### config.mk
export PLATFORM = sky130hd
export DESIGN_NAME = seg_scan_mux
export DESIGN_NICKNAME = d
export VERILOG_FILES = /design/src/rtl/seg_scan_pkg.sv /design/src/rtl/seg_scan_mux_timer.sv /design/src/rtl/seg_scan_mux.sv
export SDC_FILE = /design/constraint.sdc
export NUM_CORES = 1
export LEC_CHECK = 0
export ABC_AREA = 1
export BUFFER_PORTS_ARGS = -buffer_cell sky130_fd_sc_hd__buf_2
export CORE_MARGIN = 2
export CORE_UTILIZATION = 53
export DETAILED_ROUTE_END_ITERATION = 8
export PLACE_DENSITY_LB_ADDON = 0.05
export SETUP_SLACK_MARGIN = 0.3
export SLEW_MARGIN = 20
export SYNTH_ARGS = -nofsm -noshare
export SYNTH_HDL_FRONTEND = slang
export SYNTH_SLANG_ARGS = --single-unit
### constraint.sdc
create_clock -name clk -period 2.5 [get_ports clk]
set_input_delay 0.5 -clock clk [delete_from_list [all_inputs] [get_ports clk]]
set_output_delay 0.5 -clock clk [all_outputs]
set_load 0.005 [all_outputs]
### src/rtl/seg_scan_pkg.sv
// Shared constants and helpers for the seg_scan_mux display scanner.
// Helpers size the scan counters and turn a brightness code into lit cycles per slot.
package seg_scan_pkg;

    localparam int DEF_N_DIGITS     = 4;
    localparam int DEF_DATA_W       = 5;
    localparam int DEF_SLOT_CYCLES  = 100000;
    localparam int DEF_BLANK_CYCLES = 1000;
    localparam int DEF_BRIGHT_W     = 2;
    localparam int DEF_BLINK_FRAMES = 32;

    // Counter width for a count of n states, never narrower than one bit.
    function automatic int idx_width(input int n);
        return (n > 1) ? $clog2(n) : 1;
    endfunction

    function automatic int phase_width(input int slot_cycles);
        return (slot_cycles > 1) ? $clog2(slot_cycles) : 1;
    endfunction

    // Lit cycles after the blanking gap; computed at 64 bits so the product cannot overflow.
    function automatic logic [63:0] calc_on_cycles(
        input int unsigned slot,
        input int unsigned blank,
        input int unsigned bright,
        input int unsigned bright_w
    );
        logic [63:0] span;
        logic [63:0] prod;
        span = 64'(slot - blank);
        prod = span * (64'(bright) + 64'd1);
        return prod >> bright_w;
    endfunction

endpackage

### src/rtl/seg_scan_mux_timer.sv
// Slot timer for seg_scan_mux: phase counts cycles within a slot, idx selects the digit.
// slot_end_o / frame_end_o flag the last cycle of a slot and of a whole frame.
module scan_slot_timer
    import seg_scan_pkg::*;
#(
    parameter int N_DIGITS    = DEF_N_DIGITS,
    parameter int SLOT_CYCLES = DEF_SLOT_CYCLES,
    parameter int IDX_W       = idx_width(N_DIGITS),
    parameter int PH_W        = phase_width(SLOT_CYCLES)
) (
    input  logic             clk,
    input  logic             reset,
    output logic [PH_W-1:0]  phase_o,
    output logic [IDX_W-1:0] idx_o,
    output logic             slot_end_o,
    output logic             frame_end_o
);

    localparam logic [PH_W-1:0]  PH_LAST  = PH_W'(SLOT_CYCLES - 1);
    localparam logic [PH_W-1:0]  PH_ONE   = PH_W'(1);
    localparam logic [IDX_W-1:0] IDX_LAST = IDX_W'(N_DIGITS - 1);
    localparam logic [IDX_W-1:0] IDX_ONE  = IDX_W'(1);

    logic [PH_W-1:0]  phase_q, phase_d;
    logic [IDX_W-1:0] idx_q, idx_d;
    logic             slotEnd;
    logic             frameEnd;

    always_comb begin
        slotEnd  = (phase_q == PH_LAST);
        frameEnd = slotEnd && (idx_q == IDX_LAST);
        phase_d  = slotEnd ? '0 : phase_q + PH_ONE;
        idx_d    = idx_q;
        if (slotEnd) begin
            idx_d = (idx_q == IDX_LAST) ? '0 : idx_q + IDX_ONE;
        end
    end

    always_ff @(posedge clk) begin
        if (reset) begin
            phase_q <= '0;
            idx_q   <= '0;
        end else begin
            phase_q <= phase_d;
            idx_q   <= idx_d;
        end
    end

    assign phase_o     = phase_q;
    assign idx_o       = idx_q;
    assign slot_end_o  = slotEnd;
    assign frame_end_o = frameEnd;

endmodule

### src/rtl/seg_scan_mux.sv
// N-digit common-anode scanner with blanking gap, duty brightness and double-buffered data.
// Define SCAN_BLINK_EN to build the frame counter that blinks digits selected by blink_mask.
module seg_scan_mux
    import seg_scan_pkg::*;
#(
    parameter int N_DIGITS     = DEF_N_DIGITS,
    parameter int DATA_W       = DEF_DATA_W,
    parameter int SLOT_CYCLES  = DEF_SLOT_CYCLES,
    parameter int BLANK_CYCLES = DEF_BLANK_CYCLES,
    parameter int BRIGHT_W     = DEF_BRIGHT_W,
    parameter int BLINK_FRAMES = DEF_BLINK_FRAMES
) (
    input  logic                         clk,
    input  logic                         reset,
    input  logic                         upd_valid,
    input  logic [N_DIGITS*DATA_W-1:0]   upd_data,
    input  logic [N_DIGITS-1:0]          digit_en,
    input  logic [N_DIGITS-1:0]          blink_mask,
    input  logic [BRIGHT_W-1:0]          brightness,
    output logic [DATA_W-1:0]            seg_out,
    output logic [N_DIGITS-1:0]          an,
    output logic                         frame_start,
    output logic                         upd_pending
);

    localparam int IDX_W = idx_width(N_DIGITS);
    localparam int PH_W  = phase_width(SLOT_CYCLES);

    logic [PH_W-1:0]            phase;
    logic [IDX_W-1:0]           idx;
    logic                       slotEnd;
    logic                       frameEnd;

    logic                       slotStart_q, slotStart_d;
    logic [BRIGHT_W-1:0]        bright_q, bright_d;
    logic [BRIGHT_W-1:0]        brightEff;
    logic [63:0]                onCycles;
    logic [63:0]                phaseWide;
    logic [N_DIGITS-1:0]        blinkDark;
    logic                       lit;

    logic [N_DIGITS*DATA_W-1:0] shadow_q, shadow_d;
    logic [N_DIGITS*DATA_W-1:0] active_q, active_d;
    logic                       pend_q, pend_d;

    logic [N_DIGITS-1:0]        an_q, an_d;
    logic [DATA_W-1:0]          seg_q, seg_d;
    logic                       fs_q, fs_d;

    scan_slot_timer #(
        .N_DIGITS    (N_DIGITS),
        .SLOT_CYCLES (SLOT_CYCLES),
        .IDX_W       (IDX_W),
        .PH_W        (PH_W)
    ) u_timer (
        .clk         (clk),
        .reset       (reset),
        .phase_o     (phase),
        .idx_o       (idx),
        .slot_end_o  (slotEnd),
        .frame_end_o (frameEnd)
    );

`ifdef SCAN_BLINK_EN
    localparam int FC_W = idx_width(BLINK_FRAMES);
    localparam logic [FC_W-1:0] FC_LAST = FC_W'(BLINK_FRAMES - 1);
    localparam logic [FC_W-1:0] FC_ONE  = FC_W'(1);

    logic [FC_W-1:0] frameCnt_q, frameCnt_d;
    logic            blink_q, blink_d;

    always_comb begin
        frameCnt_d = frameCnt_q;
        blink_d    = blink_q;
        if (frameEnd) begin
            if (frameCnt_q == FC_LAST) begin
                frameCnt_d = '0;
                blink_d    = ~blink_q;
            end else begin
                frameCnt_d = frameCnt_q + FC_ONE;
            end
        end
    end

    always_ff @(posedge clk) begin
        if (reset) begin
            frameCnt_q <= '0;
            blink_q    <= 1'b0;
        end else begin
            frameCnt_q <= frameCnt_d;
            blink_q    <= blink_d;
        end
    end

    assign blinkDark = blink_q ? blink_mask : '0;
`else
    assign blinkDark = blink_mask & '0;
`endif

    // slotStart_q mirrors phase == 0, so brightness is taken live then and held for the slot.
    always_comb begin
        slotStart_d = slotEnd;
        bright_d    = slotStart_q ? brightness : bright_q;
        brightEff   = bright_d;
        onCycles    = calc_on_cycles(SLOT_CYCLES, BLANK_CYCLES, 32'(brightEff), BRIGHT_W);
        phaseWide   = 64'(phase);
        lit         = (phaseWide >= 64'(BLANK_CYCLES))
                      && ((phaseWide - 64'(BLANK_CYCLES)) < onCycles)
                      && digit_en[idx]
                      && !blinkDark[idx];
    end

    always_comb begin
        an_d  = '1;
        seg_d = '0;
        fs_d  = slotStart_q && (idx == '0);
        if (lit) begin
            an_d  = ~(N_DIGITS'(1) << idx);
            seg_d = active_q[idx*DATA_W +: DATA_W];
        end
    end

    // The active buffer only swaps on the final frame cycle, so a frame never shows mixed data.
    always_comb begin
        shadow_d = shadow_q;
        active_d = active_q;
        pend_d   = pend_q;
        if (upd_valid) begin
            shadow_d = upd_data;
            pend_d   = 1'b1;
        end
        if (frameEnd && (pend_q || upd_valid)) begin
            active_d = upd_valid ? upd_data : shadow_q;
            pend_d   = 1'b0;
        end
    end

    always_ff @(posedge clk) begin
        if (reset) begin
            slotStart_q <= 1'b1;
            bright_q    <= '0;
            shadow_q    <= '0;
            active_q    <= '0;
            pend_q      <= 1'b0;
            an_q        <= '1;
            seg_q       <= '0;
            fs_q        <= 1'b0;
        end else begin
            slotStart_q <= slotStart_d;
            bright_q    <= bright_d;
            shadow_q    <= shadow_d;
            active_q    <= active_d;
            pend_q      <= pend_d;
            an_q        <= an_d;
            seg_q       <= seg_d;
            fs_q        <= fs_d;
        end
    end

    assign an          = an_q;
    assign seg_out     = seg_q;
    assign frame_start = fs_q;
    assign upd_pending = pend_q;

endmodule

==> results.md <==
* #FFs+latches synth at 73
* Via count at 3,255
* Critical path capture point type: register
* Clk_skew at 0.009730 ns
* Post-Synth XOR/XNOR Area at 2.571%
* Post-place setup slack at 0.07126 ns
* Vias per Instance at 4.932
* Largest net degree at the start of global routing at 25
* Critical path arrival at 2.69 ns
* Worst Tran Pin Value at 0.6277 ns
* Largest family of logic cells by synthesized area: simple AND/OR/NAND/NOR gates
* Mapped Area at 3747 um2
* F_max at 420.2 MHz
* Most area-consuming cells after synthesis: dfxtp_1 (39%), nand2_1 (11%), nor2_1 (9.5%)
* Starting Density at 54.85%
* Max Buffers Root-to-Sink at 2
* Number of global-route vias before repair at 3,030
* Adder-Cell Fraction of Synth Area at 9.015%
* Synth top cells by count: nand2_1 (105), nor2_1 (95), dfxtp_1 (73)
* Status: completed
* Final instance area at 4521 um2
* Post-Syn Area per Cell at 7.663 um2
* Register area share after synthesis at 39.00%
* Mean routed wirelength per cell at 12.89 um
* 1st-pass router iterations at 4
* Worst reg2reg startpoint: u_timer.phase_o[4]
* Die footprint at 7759 um2
* CTS tree: done
* Die Wd at 88.09 um
* Worst Slack Setup Final at 0.1199 ns
* Fin crit period at 2.380 ns
* Hold Path Sink: shadow_q[16]
* Die H at 88.09 um
* Met1 Use GR at 35.24%
* Peak VDD IR at 407.4 uV
* Layout cells sized above 1 at 25.35%
* RSZ-0062 raised after global routing: true
* Yosys warnings at 0
* Synth area leader: dfxtp_1
* Initial antenna violation count at 0
* Area Growth Syn to Fin at 20.63%
* Slew headroom at 58.00%
* H-Tree Depth at 3
* Clk sinks at 73
* Post-DRT Antenna Nets at 0
* Synth Area in Compound Gates at 6.678%
* Root buffer cell: clkbuf_8
* Hold Vio Cnt, Final at 0
* HP Class: in -> reg
* Mapped Cells at 489
* Hold Startpoint: upd_data[16]
* Most frequent cell after synthesis: nand2_1
* GRT Util Overall at 23.27%
* Max-slew violations at 0
* Clk_lat worst skew at 0.36 ns
* Met2 track demand over resource at 32.92%
* Post-synth top flop: dfxtp_1
* Worst-path maximum fanout at 5
* Synth Area in Simple Gates at 30.32%
* I/O pin count at 44
* Synth async-reset ratio at 0%
* 1st-iter DRT viols at 118
* # DRC at 0
* Cells on worst reg2reg path at 18
* Detailed Place HPWL at 6068 um
* Yosys cell types at 41
* Placed Instance Area at 4164 um2
* Rows at 30
* Number of diodes at 0
* GR Util met3 at 4.807%
* Synthesized Nets at 549
* Hold path depth at 3
* Worst Setup Start Kind: register
* # nets final at 619
* GPL Wtd Cong at 0.8561
* Req. time, crit path at 2.81 ns
* Leak pwr at 2.057 nW
* Reg2Reg Capture Point: seg_out[4]
* Setup-failing EPs final at 0
* Core box area at 6832 um2
* Kind of critical path: reg -> reg
* IO buf count at 39
* Grt ovf at 0
* Multiplexer share of the synthesized area at 5.342%
* First-pass GRT wire length at 13,970 um
* Post-route clock period utilization at 95.20%
* Max-Cap Viols at 0
* Yosys top cell area share at 39.00%
* Total power per unit cell area at 504.2 nW/um2
* Gr busiest metal: met1
* EDFF count, synth at 0
* Reg-to-reg slack, setup at 0.12 ns
* TritonCTS Buffers at 9
* Post-Route WL at 8505 um
* Clk slew on worst S/H paths at 0.09 ns
-- routing by layer --
| metal | share of wire, % | vias to the layer above |
|---|---|---|
| met5 | 0 | - |
| met4 | 0.91 | 0 |
| met3 | 4.3 | 6 |
| met2 | 41 | 63 |
| met1 | 54 | 1479 |
| li1 | - | 1707 |
-- critical path, cell delays in order (launching register included) --
cell and delay (ns):
dfxtp_2 0.33, inv_2 0.07, ha_4 0.14, nor2_2 0.04, nand2_2 0.09, nand3_4 0.09, nor2_4 0.13, nand3_2 0.07
xor2_1 0.14, ha_1 0.31, a21oi_1 0.16, nand2_2 0.08, nor2_2 0.09, nand3_1 0.07, nor2_1 0.11, nand2_1 0.07
nand2_2 0.13, nand2_4 0.09, nor2_2 0.10
-- layout make-up --
| cell class | instances | area [um2] |
|---|---|---|
| multi-input cells | 358 | 2105 |
| well taps | 96 | 120.1 |
| flip-flops and latches | 73 | 1471 |
| clock buffers | 9 | 123.9 |
| repair buffers | 75 | 478.0 |
| clock inverters | 7 | 63.81 |
| inverters | 42 | 158.9 |
| fillers | 623 | 2311 |
-- through the flow --
stage	hold WS [ns]	util (%)	power, mW	std cells	setup TNS (ns)
after global placement	0.4482	60.95	1.409	627	0
after floorplan	0.4300	-	1.350	489	0
after detailed placement	0.4601	60.95	1.415	627	0
after global routing	0.3955	66.17	2.373	660	-0.1633
final	0.3949	66.17	2.279	660	0
after CTS	0.3862	64.34	2.293	648	0
-- how the worst max path moves through the flow --
| stage | startpoint | endpoint | slack [ns] |
|---|---|---|---|
| after floorplan | u_timer.phase_o[3] | seg_out[0] | 0.30 |
| after global placement | brightness[0] | seg_out[1] | 0.12 |
| after detailed placement | brightness[0] | seg_out[4] | 0.07 |
| after CTS | u_timer.phase_o[3] | seg_out[4] | 0.21 |
| after global routing | u_timer.phase_o[4] | seg_out[0] | -0.04 |
| final | u_timer.phase_o[4] | seg_out[4] | 0.12 |
-- sequential cells by signal, indices dropped and copies added, names as in the netlist --
name,cells
frame_start,1
an,4
u_timer.idx_o,2
slotStart_q,1
u_timer.phase_o,17
shadow_q,20
active_q,20
upd_pending,1
seg_out,5
bright_q,2
-- cells by family (layout without fill, tap and decap cells) --
logic type               count (synthesis)  after routing
AO/OA/AOI/OAI                           42             42
flip-flops                              73             73
buffers and inverters                   59            133
AND/OR/NAND/NOR                        256            257
XOR/XNOR                                11             11
multiplexers                            20             20
adder cells (fa/ha/maj)                 27             27
other                                    1              1
-- report_power, final --
part	switching [mW]	internal, mW
registers	0.0134	1.19
clock network	0.507	0.380
logic	0.108	0.0820
total	0.628	1.65
-- placed cells by master (no fill, tap or decap), types with 2 or more instances in the layout --
cell type and count:
xor2_1 10, nor2_2 9, nor3_1 4, buf_2 39, ha_1 25, nand2_1 102, dfxtp_2 5, dfxtp_1 67
nand3_1 14, clkbuf_8 9, nand3b_1 2, a32o_1 5, nand4_1 5, nor4_1 2, nand2_2 10, clkinvlp_4 2
nor2_4 5, a31oi_1 3, buf_4 35, ha_4 2, inv_8 2, nand3_2 3, o21ai_0 6, inv_1 32
inv_2 9, nor2_1 93, a21oi_1 22, mux2i_1 20, clkinv_4 2
-- timing repair --
item / 4_1_cts / 5_1_grt
cloned: 0 / 1
hold buffers: 0 / 0
buffers inserted: 5 / 11
endpoints found under the setup margin: 9 / 29
gates resized for setup: 4 / 9
pin swaps: 9 / 18
(Power assumes the default switching activity.)
